File: src/rtl/mem4_arb_pkg.sv
// Shared types and constants for the two-requester memory arbiter.
package mem4_arb_pkg;

  typedef enum logic {
    ST_ARB   = 1'b0,
    ST_CLEAR = 1'b1
  } state_t;

  localparam int        MEM_DEPTH = 256;
  localparam logic [7:0] CLR_VALUE = '0;

endpackage

File: src/rtl/rr_arb2.sv
// Two-way round-robin arbiter; combinational one-hot grant, `last` pointer
// tracks the most recently served port and resets to 1 so port 0 wins the first tie.
module rr_arb2 (
  input  logic       clk,
  input  logic       rst_n,
  input  logic [1:0] req,
  input  logic       advance,
  input  logic       enable,
  output logic [1:0] gnt
);

  logic last;

  always_comb begin
    gnt = 2'b00;
    if (enable) begin
      if (req == 2'b11) gnt = last ? 2'b01 : 2'b10;
      else              gnt = req;
    end
  end

  always_ff @(posedge clk or negedge rst_n) begin
    if (!rst_n)       last <= 1'b1;
    else if (advance) last <= gnt[1];
  end

endmodule

File: src/rtl/mem4_arb.sv
// Arbitrates two requesters onto one registered memory port and returns read data
// two edges after acceptance. MEM4_ARB_CLEAR_EN compiles in the zero-fill sweep engine.
module mem4_arb
  import mem4_arb_pkg::*;
#(
  parameter int ADDR_W = 8,
  parameter int DATA_W = 8
) (
  input  logic              clk,
  input  logic              rst_n,
  input  logic              req0,
  input  logic              req1,
  input  logic              we0,
  input  logic              we1,
  input  logic [ADDR_W-1:0] addr0,
  input  logic [ADDR_W-1:0] addr1,
  input  logic [DATA_W-1:0] wdata0,
  input  logic [DATA_W-1:0] wdata1,
  output logic              gnt0,
  output logic              gnt1,
  output logic              rvalid0,
  output logic              rvalid1,
  output logic [DATA_W-1:0] rdata0,
  output logic [DATA_W-1:0] rdata1,
  output logic              mem_we,
  output logic [ADDR_W-1:0] mem_addr,
  output logic [DATA_W-1:0] mem_data,
  input  logic [DATA_W-1:0] mem_out,
  input  logic              clr_start,
  output logic              clr_busy,
  output logic              clr_done
);

  state_t            state;
  logic [ADDR_W-1:0] cnt;
  logic              arb_en;
  logic [1:0]        gnt;
  logic              xfer;
  logic              sel;
  logic              sel_we;
  logic              rd_pend;
  logic              rd_tag;

`ifdef MEM4_ARB_CLEAR_EN
  state_t state_nxt;
  logic   clr_last;

  always_ff @(posedge clk or negedge rst_n) begin
    if (!rst_n) state <= ST_ARB;
    else        state <= state_nxt;
  end

  // clr_start beats pending requests: no grant in the cycle it is seen.
  always_comb begin
    state_nxt = state;
    arb_en    = 1'b0;
    clr_last  = 1'b0;
    case (state)
      ST_ARB: begin
        if (clr_start) state_nxt = ST_CLEAR;
        else           arb_en    = 1'b1;
      end
      ST_CLEAR: begin
        clr_last = (cnt == ADDR_W'(MEM_DEPTH - 1));
        if (clr_last) state_nxt = ST_ARB;
      end
      default: state_nxt = ST_ARB;
    endcase
  end

  always_ff @(posedge clk or negedge rst_n) begin
    if (!rst_n) begin
      cnt      <= '0;
      clr_done <= 1'b0;
    end else begin
      if (state == ST_CLEAR) cnt <= cnt + 1'b1;
      clr_done <= clr_last;
    end
  end

  assign clr_busy = (state == ST_CLEAR);
`else
  logic unused_clr_start;

  assign unused_clr_start = clr_start;
  assign state            = ST_ARB;
  assign arb_en           = 1'b1;
  assign cnt              = '0;
  assign clr_busy         = 1'b0;
  assign clr_done         = 1'b0;
`endif

  rr_arb2 u_rr_arb2 (
    .clk     (clk),
    .rst_n   (rst_n),
    .req     ({req1, req0}),
    .advance (xfer),
    .enable  (arb_en),
    .gnt     (gnt)
  );

  assign gnt0   = gnt[0];
  assign gnt1   = gnt[1];
  assign xfer   = |gnt;
  assign sel    = gnt[1];
  assign sel_we = sel ? we1 : we0;

  always_ff @(posedge clk or negedge rst_n) begin
    if (!rst_n) begin
      mem_we   <= 1'b0;
      mem_addr <= '0;
      mem_data <= '0;
    end else if (xfer) begin
      mem_we   <= sel_we;
      mem_addr <= sel ? addr1 : addr0;
      mem_data <= sel ? wdata1 : wdata0;
    end else if (state == ST_CLEAR) begin
      mem_we   <= 1'b1;
      mem_addr <= cnt;
      mem_data <= DATA_W'(CLR_VALUE);
    end else begin
      mem_we   <= 1'b0;
    end
  end

  // Owner tag travels with the read so mem_out lands on the right port next edge.
  always_ff @(posedge clk or negedge rst_n) begin
    if (!rst_n) begin
      rd_pend <= 1'b0;
      rd_tag  <= 1'b0;
      rvalid0 <= 1'b0;
      rvalid1 <= 1'b0;
      rdata0  <= '0;
      rdata1  <= '0;
    end else begin
      rd_pend <= xfer && !sel_we;
      if (xfer) rd_tag <= sel;
      rvalid0 <= rd_pend && !rd_tag;
      rvalid1 <= rd_pend && rd_tag;
      if (rd_pend && !rd_tag) rdata0 <= mem_out;
      if (rd_pend && rd_tag)  rdata1 <= mem_out;
    end
  end

endmodule

File: config.mk
export PLATFORM = sky130hd
export DESIGN_NAME = mem4_arb
export DESIGN_NICKNAME = d
export VERILOG_FILES = /design/src/rtl/mem4_arb_pkg.sv /design/src/rtl/rr_arb2.sv /design/src/rtl/mem4_arb.sv
export SDC_FILE = /design/constraint.sdc
export NUM_CORES = 1
export LEC_CHECK = 0
export ABC_CLOCK_PERIOD_IN_PS = 2330
export BUFFER_PORTS_ARGS = -buffer_cell sky130_fd_sc_hd__buf_2
export CORE_MARGIN = 2
export CORE_UTILIZATION = 45
export CTS_BUF_LIST = sky130_fd_sc_hd__clkbuf_2
export DETAILED_ROUTE_END_ITERATION = 16
export PLACE_DENSITY = 0.87
export SYNTH_ARGS = -nofsm -noshare
export SYNTH_HDL_FRONTEND = slang
export SYNTH_SLANG_ARGS = --single-unit
File: constraint.sdc
create_clock -name clk -period 2.33 [get_ports clk]
set_input_delay 0.1165 -clock clk [delete_from_list [all_inputs] [get_ports clk]]
set_output_delay 0.1165 -clock clk [all_outputs]
set_load 0.02 [all_outputs]
==> impl_metrics.toml, run 1 <==
[synth]
async_flop_share_pct = 100
synth_edf_count = 0
yosysUniqueCellTypes = 23
ys_warn_count = 0
avgSynthCellArea_um2 = 11.9
yosys.area.top_type = "dfrtp_1"
yosysTopAreaCellShare_pct = 52.4
netlist_instances = 148
synth_common_cells = "37 x dfrtp_1, 17 x o21ai_1, 16 x a31oi_1, 16 x and3_1, 16 x mux2i_1"
synth.most_common_cell = "dfrtp_1"
synth-main-ff-cell = "dfrtp_1"
synth-seq-area-share_pct = 53.9
synth_area_leaders = "dfrtp_1 52%, mux2i_1 9.1%, mux2_2 5.7%, a31oi_1 5.7%, and3_1 5.7%"
ys_ff_latch = 38
syn_area_mm2 = 0.00177

[sta]
hold_violations = 0
finalCritPeriodShare_pct = 84.7
rsz0062_at_grt = "no"
slew_headroom_pct = 46.0
worstMarginPinSlew_ns = 0.809
finalSetupViolCount = 0
clock_skew_ns = 0.0106
worst_hold_slack_ns = 0.0230
fin_crit_ns = 1.97
setup_tns_ns = 0
slew_viol_final = 0
fmaxAchievable_ghz = 0.507

[global_route]
grt_first_pass_wirelength_um = 7270
grt_pass1_vias = 1608
grt_usage_pct = 21.7
grt_max_degree = 39
overflow = 0
antenna_found_initial = 0

[final_layout]
nets = 310
area_growth_pct = 45.0
multi_input_area_um2 = 688
final-seq-area_um2 = 952
antennaDiodeCount = 0
drive_gt1_share_pct = 39.8
n_fill_cell = 283

[run]
cap_viol_max_count = 0

[clock_tree]
postCtsSetupRepairBufs = 0
clk-insertion-delay-late_ns = 0.37
htree_num_levels = 2
cts_tree = "done"
cts_made_buffers = 5
clock_sinks = 38
cts_resized = 0
cts_max_path_buffers = 2
clk_pin_slew_ns = 0.19
clockRootBuffer = "clkbuf_2"

[floorplanning]
initial_core_util_pct = 47.5
die_h_um = 66.6
die_w_um = 66.6
coreArea_mm2 = 0.00372
rows = 22
pin_count = 86
die-area_mm2 = 0.00444

[drt]
drtPass1Iterations = 4
drt-wirelength-per-cell_um = 14.3
routed_via_density = 5.11
drt_iter0_drc = 111
via_count = 1593
antenna_left = 0
routed_wl_um = 4460
drc = 0

[hold_path]
holdCritStartpoint = "wdata0[5]"
min_path_type = "primary input to flip-flop"
worstHoldEndpoint = "mem_data[5]$_DFFE_PN0P_"
min_path_cells = 3

[power_and_ir_drop]
seq_power_share_pct = 48.6
comb_power_share_pct = 35.8
clkPwrFrac_pct = 15.6
swShare_pct = 35.8
vdd_drop_max_mv = 0.283
p_leak_uw = 0.00133
switchingPower_uw = 638
pwr_density_cell_mw_per_mm2 = 695
power.internal_uw = 1140

[placement]
portBuffers = 82
dp_hpwl_um = 2710
gp_congestion = 0.680

[critical_path]
reg2reg_depth = 4
worst-path-max-fanout = 19
worstPathCellList = "nand2_4 -> a31oi_1 -> o21ai_1 -> dlygate4sd3_1"
critical-path-slowest-cell = "dfstp_2"
setup.worst_path.start_class = "flip-flop"
slowest_delay_ns = 0.76
path_class = "flip-flop to flip-flop"
worstReg2RegEnd = "mem_addr[7]$_DFFE_PN0P_"
cp-end-kind = "flip-flop"
arrival_ns = 2.26
reg2reg_from = "u_rr_arb2.last$_DFFE_PN1P_"
crit_required_ns = 2.61
reg2reg_slack_ns = 0.36

[outcome]
status = "complete, no violations"
-- sequential cells by signal, indices dropped and copies added (netlist names), 8 cells and up --
register / flops
mem_addr: 8
rdata1: 8
mem_data: 8
rdata0: 8
-- worst max-delay path, delay by kind of cell, from the launching register on --
kind	cells	cell delay, ns
buf+inv	1	0.58
simple gates	1	0.21
compound gates	2	0.33
flops	1	0.76
-- how the worst max path moves through the flow --
stage / start / end / slack [ns] / cells after the start
finish: u_rr_arb2.last$_DFFE_PN1P_ / mem_addr[7]$_DFFE_PN0P_ / 0.36 / 4
global route: u_rr_arb2.last$_DFFE_PN1P_ / mem_data[1]$_DFFE_PN0P_ / 0.22 / 4
CTS: u_rr_arb2.last$_DFFE_PN1P_ / mem_data[3]$_DFFE_PN0P_ / 0.40 / 4
detailed placement: u_rr_arb2.last$_DFFE_PN1P_ / mem_we$_DFF_PN0_ / 0.85 / 4
global placement: u_rr_arb2.last$_DFFE_PN1P_ / mem_we$_DFF_PN0_ / 0.84 / 4
floorplan: u_rr_arb2.last$_DFFE_PN1P_ / mem_we$_DFF_PN0_ / 1.11 / 5
-- metrics by stage --
| stage | setup WS [ns] | instances | instance area, um^2 | utilization [%] | total power [uW] |
|---|---|---|---|---|---|
| 3_3_place_gp | 0.837 | 267 | 2150 | 57.8 | 1440 |
| 2_1_floorplan | 1.11 | 149 | 1770 | - | 1240 |
| 3_5_place_dp | 0.854 | 267 | 2150 | 57.8 | 1450 |
| 4_1_cts | 0.399 | 309 | 2530 | 68.1 | 1790 |
| 6_report | 0.357 | 312 | 2560 | 68.9 | 1780 |
| 5_1_grt | 0.223 | 312 | 2560 | 68.9 | 1900 |
-- layer usage --
| metal | track usage, % | part of all wire, % | vias up |
|---|---|---|---|
| met3 | 5.91 | 6.9 | 6 |
| met5 | 0 | 0 | - |
| met2 | 41.3 | 53 | 71 |
| met4 | 6.12 | 0.65 | 0 |
| met1 | 23.3 | 39 | 751 |
| li1 | - | - | 765 |
-- power by group through the flow --
stage / Clock [uW] / Sequential, uW / Combinational [uW]
floorplan: 0 / 1030 / 216
finish: 277 / 866 / 638
detailed placement: 0 / 878 / 577
CTS: 294 / 865 / 633
global route: 326 / 882 / 694
global placement: 0 / 873 / 563
-- kinds of logic after synthesis --
group / synth area share, %
compound gates: 12.0
buf+inv: 7.30
flops: 53.9
mux: 19.3
other cells: 0.212
simple gates: 7.23
-- cell usage in the layout, fill, tap and decap left out --
cell type	n
buf_2	82
dlygate4sd3_1	37
dfrtp_1	37
o21ai_1	17
mux2i_1	16
and3_1	16
a31oi_1	16
mux2_2	9
mux2_1	7
clkbuf_2	5
inv_1	4
inv_2	2
conb_1	2
buf_4	2
nand2_4	1
nand2_1	1
o22ai_1	1
nor2b_1	1
nand2_2	1
a22o_1	1
a21boi_0	1
o21ai_0	1
clkinv_2	1
clkinvlp_4	1
clkinv_1	1
dfstp_2	1
-- area by class of cell --
cell class / instances / share of cell area, %
timing repair buffer: 121 / 31.1
multi-input combinational: 91 / 26.9
inverter: 6 / 0.880
clock inverter: 3 / 0.635
sequential: 38 / 37.2
tap: 48 / 2.35
clock buffer: 5 / 0.978
-- timing repair --
item                                    4_1_cts  5_1_grt
hold endpoints to repair                     71        3
hold buffers                                 34        3
endpoints found under the setup margin        0        0
(Power assumes the default switching activity.)
==> run 2: changes to the inputs <==
ABC_CLOCK_PERIOD_IN_PS = 1850   (was 2330)
clock period = 1.85 ns   (was 2.33 ns; I/O delays follow)
==> run 2 against run 1 <==
  * Die area unchanged
  * Maximum frequency is 14% higher
  * Combinational power up 33%
  * Via count increased by 3.5%
  * Sequential share of layout area decreased by 0.96 points
  * Utilization is 1.8 points higher
  * Design area increased by 2.6%
  * Cell count rose by 1.9%
  * Clock power grew 27%
==> impl_metrics.toml, run 2 (synthesis results as in run 1) <==
[outcome]
status = "complete, no violations"

[placement]
gp_congestion = 0.684
dp_hpwl_um = 2810
postPlaceCellArea_mm2 = 0.00218
portBuffers = 82
post-place-ws_ns = 0.620
dp_cells = 269

[final_layout]
antennaDiodeCount = 0
n_fill_cell = 280
multi_input_area_um2 = 688
layout.cells.non_filler = 318
nets = 316
final-seq-area_um2 = 952
final_area_mm2 = 0.00263
area_growth_pct = 48.8
final_common_cell = "buf_2"
drive_gt1_share_pct = 39.6
layout_common_cells = "82 x buf_2, 41 x dlygate4sd3_1, 37 x dfrtp_1"

[power_and_ir_drop]
p_leak_uw = 0.00136
power.internal_uw = 1470
switchingPower_uw = 808
swShare_pct = 35.5
vdd_drop_max_mv = 0.467
seq_power_share_pct = 47.2
pwr_density_cell_mw_per_mm2 = 867
clkPwrFrac_pct = 15.5
comb_power_share_pct = 37.3

[critical_path]
setup.worst_path.start_class = "flip-flop"
cp-end-kind = "flip-flop"
critical-path-slowest-cell = "dfstp_2"
slowest_delay_ns = 0.59
cp_top_family = "buffers and inverters"
arrival_ns = 2.06
crit_required_ns = 2.18
crit_buf_inv = 2
worst-path-max-fanout = 18
path_class = "flip-flop to flip-flop"
worstPathCellList = "buf_4 -> and3_1 -> a31oi_1 -> o21ai_1 -> dlygate4sd3_1"

[sta]
fin_crit_ns = 1.73
setup_ws_ns = 0.117
fmaxAchievable_ghz = 0.577
worstMarginPinSlew_ns = 0.813
worst_hold_slack_ns = 0.0205
rsz0062_at_grt = "no"
setup_tns_ns = 0
slew_viol_final = 0
hold_violations = 0
slew_headroom_pct = 45.8
finalCritPeriodShare_pct = 93.7
clock_skew_ns = 0.00779
finalSetupViolCount = 0

[global_route]
grt_first_pass_wirelength_um = 6990
grt_usage_pct = 20.9
overflow = 0
grt_max_degree = 39
antenna_found_initial = 0
grtUsageMet2_pct = 39.1
grt_pass1_vias = 1577
met3_usage_pct = 4.90
busiest_layer = "met2"
grtUsageMet1_pct = 23.5

[hold_path]
min_path_type = "primary input to flip-flop"

[floorplanning]
rows = 22
die-area_mm2 = 0.00444
die_h_um = 66.6
die_w_um = 66.6
pin_count = 86
initial_core_util_pct = 47.5
coreArea_mm2 = 0.00372

[drt]
antenna_left = 0
drtPass1Iterations = 4
routed_wl_um = 4290
drt_iter0_drc = 52
drt-wirelength-per-cell_um = 13.5
via_count = 1648
routed_via_density = 5.18
drc = 0

[clock_tree]
cts_resized = 0
cts_tree = "done"
htree_num_levels = 2
clk_pin_slew_ns = 0.20
clockRootBuffer = "clkbuf_2"
cts_max_path_buffers = 2
cts_made_buffers = 5
clk-insertion-delay-late_ns = 0.37
clock_sinks = 38

[run]
cap_viol_max_count = 0
[run 2: cell types whose count changed in the layout (fill, tap and decap cells not counted), sizes merged]
cell and delta:
buf +2, dlygate4sd3 +4
[run 2: cell type report]
type / instances / share of cell area, %
Clock inverter: 3 / 0.619
Inverter: 6 / 0.857
Sequential cell: 38 / 36.2
Timing Repair Buffer: 127 / 32.9
Multi-Input combinational cell: 91 / 26.2
Clock buffer: 5 / 0.952
Tap cell: 48 / 2.29
[run 2: power groups by stage]
stage	registers, uW	clock network (uW)	logic (uW)
global route	1100	408	924
detailed placement	1090	0	751
finish	1080	353	848
CTS	1080	364	851
global placement	1080	0	733
floorplan	1290	0	272
[run 2: worst min-delay path: stages]
cell and delay, ns:
buf_2 0.08, mux2i_1 0.06, o21ai_1 0.13
[run 2: what timing repair did]
item,4_1_cts,5_1_grt
hold buffers,41,0
setup endpoints to repair,0,0
hold endpoints to repair,71,0
buffers inserted,0,0
[run 2: path summary, 6_finish.rpt]
path | start | end | slack (ns) | cells past startpoint
min in group asynchronous | rst_n | mem_data[5]$_DFFE_PN0P_ | 0.32 | 2
worst max-delay path | u_rr_arb2.last$_DFFE_PN1P_ | mem_addr[7]$_DFFE_PN0P_ | 0.12 | 5
worst min register to register | rdata0[2]$_DFFE_PN0P_ | rdata0[2]$_DFFE_PN0P_ | 0.50 | 1
worst max register to register | u_rr_arb2.last$_DFFE_PN1P_ | mem_addr[7]$_DFFE_PN0P_ | 0.12 | 5
max in group asynchronous | rst_n | rdata0[5]$_DFFE_PN0P_ | 1.01 | 2
worst min-delay path | addr0[2] | mem_addr[2]$_DFFE_PN0P_ | 0.02 | 3
[run 2: through the flow]
stage / util [%] / total power (uW)
6_report: 70.7 / 2280
5_1_grt: 70.7 / 2430
4_1_cts: 70.7 / 2290
3_5_place_dp: 58.6 / 1840
3_3_place_gp: 58.6 / 1820
2_1_floorplan: - / 1560
[run 2: metal layers]
| metal | up-vias | share of wire (%) |
|---|---|---|
| li1 | 776 | - |
| met1 | 781 | 40 |
| met2 | 87 | 51 |
| met3 | 4 | 8.0 |
| met4 | 0 | 0.63 |
| met5 | - | 0 |
==> run 3: changes to the inputs <==
PLACE_DENSITY = 0.89   (was 0.87)
SYNTH_HIERARCHICAL = 1   (was unset)
==> run 3 against run 2 <==
  * Clock-buffer cell count increased by 2
  * Sequential share of layout area increased by 1.8 points
  * Total power increased by 8.5%
  * Largest power group unchanged
  * First-iteration DRC count increased by 48%
  * Clock power decreased by 5%
  * Hold slack got worse by 0.00087 ns
  * Synthesized area decreased by 6.3%
==> impl_metrics.toml, run 3 <==
[hold_path]
min_path_type = "primary input to flip-flop"

[clock_tree]
postCtsSetupRepairBufs = 0
cts_max_path_buffers = 2
cts_tree = "done"
clockRootBuffer = "clkbuf_2"
htree_num_levels = 2
clk_pin_slew_ns = 0.18
clk-insertion-delay-late_ns = 0.37
clock_sinks = 38
cts_made_buffers = 5

[sta]
hold_violations = 0
rsz0062_at_grt = "no"
slew_headroom_pct = 46.6
clock_skew_ns = 0.0217
finalSetupViolCount = 0
worstMarginPinSlew_ns = 0.800
finalCritPeriodShare_pct = 94.0
fin_crit_ns = 1.74
slew_viol_final = 0
setup_tns_ns = 0
fmaxAchievable_ghz = 0.575

[placement]
portBuffers = 82
dp_hpwl_um = 2610
gp_congestion = 0.696

[floorplanning]
initial_core_util_pct = 45.9
pin_count = 86
die-area_mm2 = 0.00418
die_h_um = 64.6
coreArea_mm2 = 0.00361
rows = 22
die_w_um = 64.6

[critical_path]
setup.worst_path.start_class = "flip-flop"
path_class = "flip-flop to output port"
worst-path-max-fanout = 20
slowest_delay_ns = 0.57
critical-path-slowest-cell = "dfstp_2"
crit_required_ns = 1.76
reg2reg_slack_ns = 0.36
arrival_ns = 1.65
worstPathCellList = "nand2_1 -> and3_4 -> buf_4 -> buf_2"
cp-end-kind = "output port"

[drt]
routed_via_density = 4.82
drt-wirelength-per-cell_um = 14.4
drt_iter0_drc = 77
routed_wl_um = 4370
via_count = 1459
antenna_left = 0
drtPass1Iterations = 4
drc = 0

[global_route]
antenna_found_initial = 0
overflow = 0
grt_usage_pct = 22.5
grt_first_pass_wirelength_um = 7020
grt_pass1_vias = 1464
grt_max_degree = 39

[synth]
synth.most_common_cell = "dfrtp_1"
syn_area_mm2 = 0.00165
ys_ff_latch = 38
yosysUniqueCellTypes = 24
synth_edf_count = 0
yosys.area.top_type = "dfrtp_1"
synth-seq-area-share_pct = 57.6
avgSynthCellArea_um2 = 12.4
synth-main-ff-cell = "dfrtp_1"
yosysTopAreaCellShare_pct = 56.0
synth_area_leaders = "dfrtp_1 56%, mux2i_1 9.7%, mux2_4 7.3%, mux2_2 5.4%, nand2_1 4.3%"
netlist_instances = 133
synth_common_cells = "37 x dfrtp_1, 19 x nand2_1, 16 x mux2i_1"
ys_warn_count = 6
async_flop_share_pct = 100

[power_and_ir_drop]
p_leak_uw = 0.00128
pwr_density_cell_mw_per_mm2 = 987
vdd_drop_max_mv = 0.523
power_uw = 2470

[final_layout]
nets = 302
final_common_cell = "buf_2"
final_util_pct = 69.4
drive_gt1_share_pct = 44.3
antennaDiodeCount = 0
area_growth_pct = 51.4
layout_common_cells = "82 x buf_2, 37 x dlygate4sd3_1, 37 x dfrtp_1"
final-seq-area_um2 = 952
n_fill_cell = 251
multi_input_area_um2 = 626

[run]
cap_viol_max_count = 0

[outcome]
status = "complete, no violations"
run 3: cell types whose count changed in the layout (fill, tap and decap cells not counted), sizes merged, moves of 3 or more:
cell	change
nand2	+17
dlygate4sd3	-4
and3	-15
a31oi	-16
conb	+3
run 3: worst paths after layout:
kind | startpoint | to | depth (start not counted)
min in group asynchronous | rst_n | rd_tag$_DFFE_PN0P_ | 2
worst max register to register | u_rr_arb2/last$_DFFE_PN1P_ | u_rr_arb2/last$_DFFE_PN1P_ | 4
max in group asynchronous | rst_n | rdata0[1]$_DFFE_PN0P_ | 2
worst min-delay path | wdata0[3] | mem_data[3]$_DFFE_PN0P_ | 3
worst max-delay path | u_rr_arb2/last$_DFFE_PN1P_ | gnt1 | 4
worst min register to register | rdata1[2]$_DFFE_PN0P_ | rdata1[2]$_DFFE_PN0P_ | 1
run 3: what timing repair did:
| action | 4_1_cts | 5_1_grt |
|---|---|---|
| endpoints found under the setup margin | 1 | 0 |
| hold endpoints to repair | 72 | 1 |
| resized for setup | 1 | 0 |
| hold buffers | 36 | 1 |
run 3: worst max-delay path, delay by kind of cell, from the launching register on:
kind	cells	cell delay [ns]
flops	1	0.57
buf+inv	2	0.39
simple gates	2	0.32
run 3: stage by stage:
step	cells	hold slack, ns	setup WS [ns]	area (um^2)
detailed placement	259	0.228	0.288	2090
global route	303	0.00277	0.00103	2500
finish	303	0.0196	0.111	2500
floorplan	136	-0.203	0.0800	1670
global placement	259	0.226	0.321	2090
CTS	302	0.00489	0.0896	2490
run 3: cell type report:
type                       count  area share [%]
clock buffer                   7            1.40
tap                           48            2.40
sequential                    38            38.0
multi-input combinational     83            25.0
timing repair buffer         121            32.3
inverter                       6           0.900
run 3: cells by family after synthesis:
family                 synth area share [%]
multiplexers                           22.4
AO/OA/AOI/OAI                          6.73
flip-flops                             57.6
buffers and inverters                  5.75
other                                 0.454
AND/OR/NAND/NOR                        7.11
run 3: power breakdown:
part / switching, uW / total, uW / internal, uW
registers: 117 / 1160 / 1050
logic: 529 / 972 / 443
clock network: 238 / 336 / 98.6
run 3: metal layers:
metal,vias up,routed length (um),global-route usage [%]
met5,-,0,0
met2,84,2080,38.8
met4,0,90,6.38
met1,678,1810,26.3
li1,686,-,-
met3,11,387,8.16
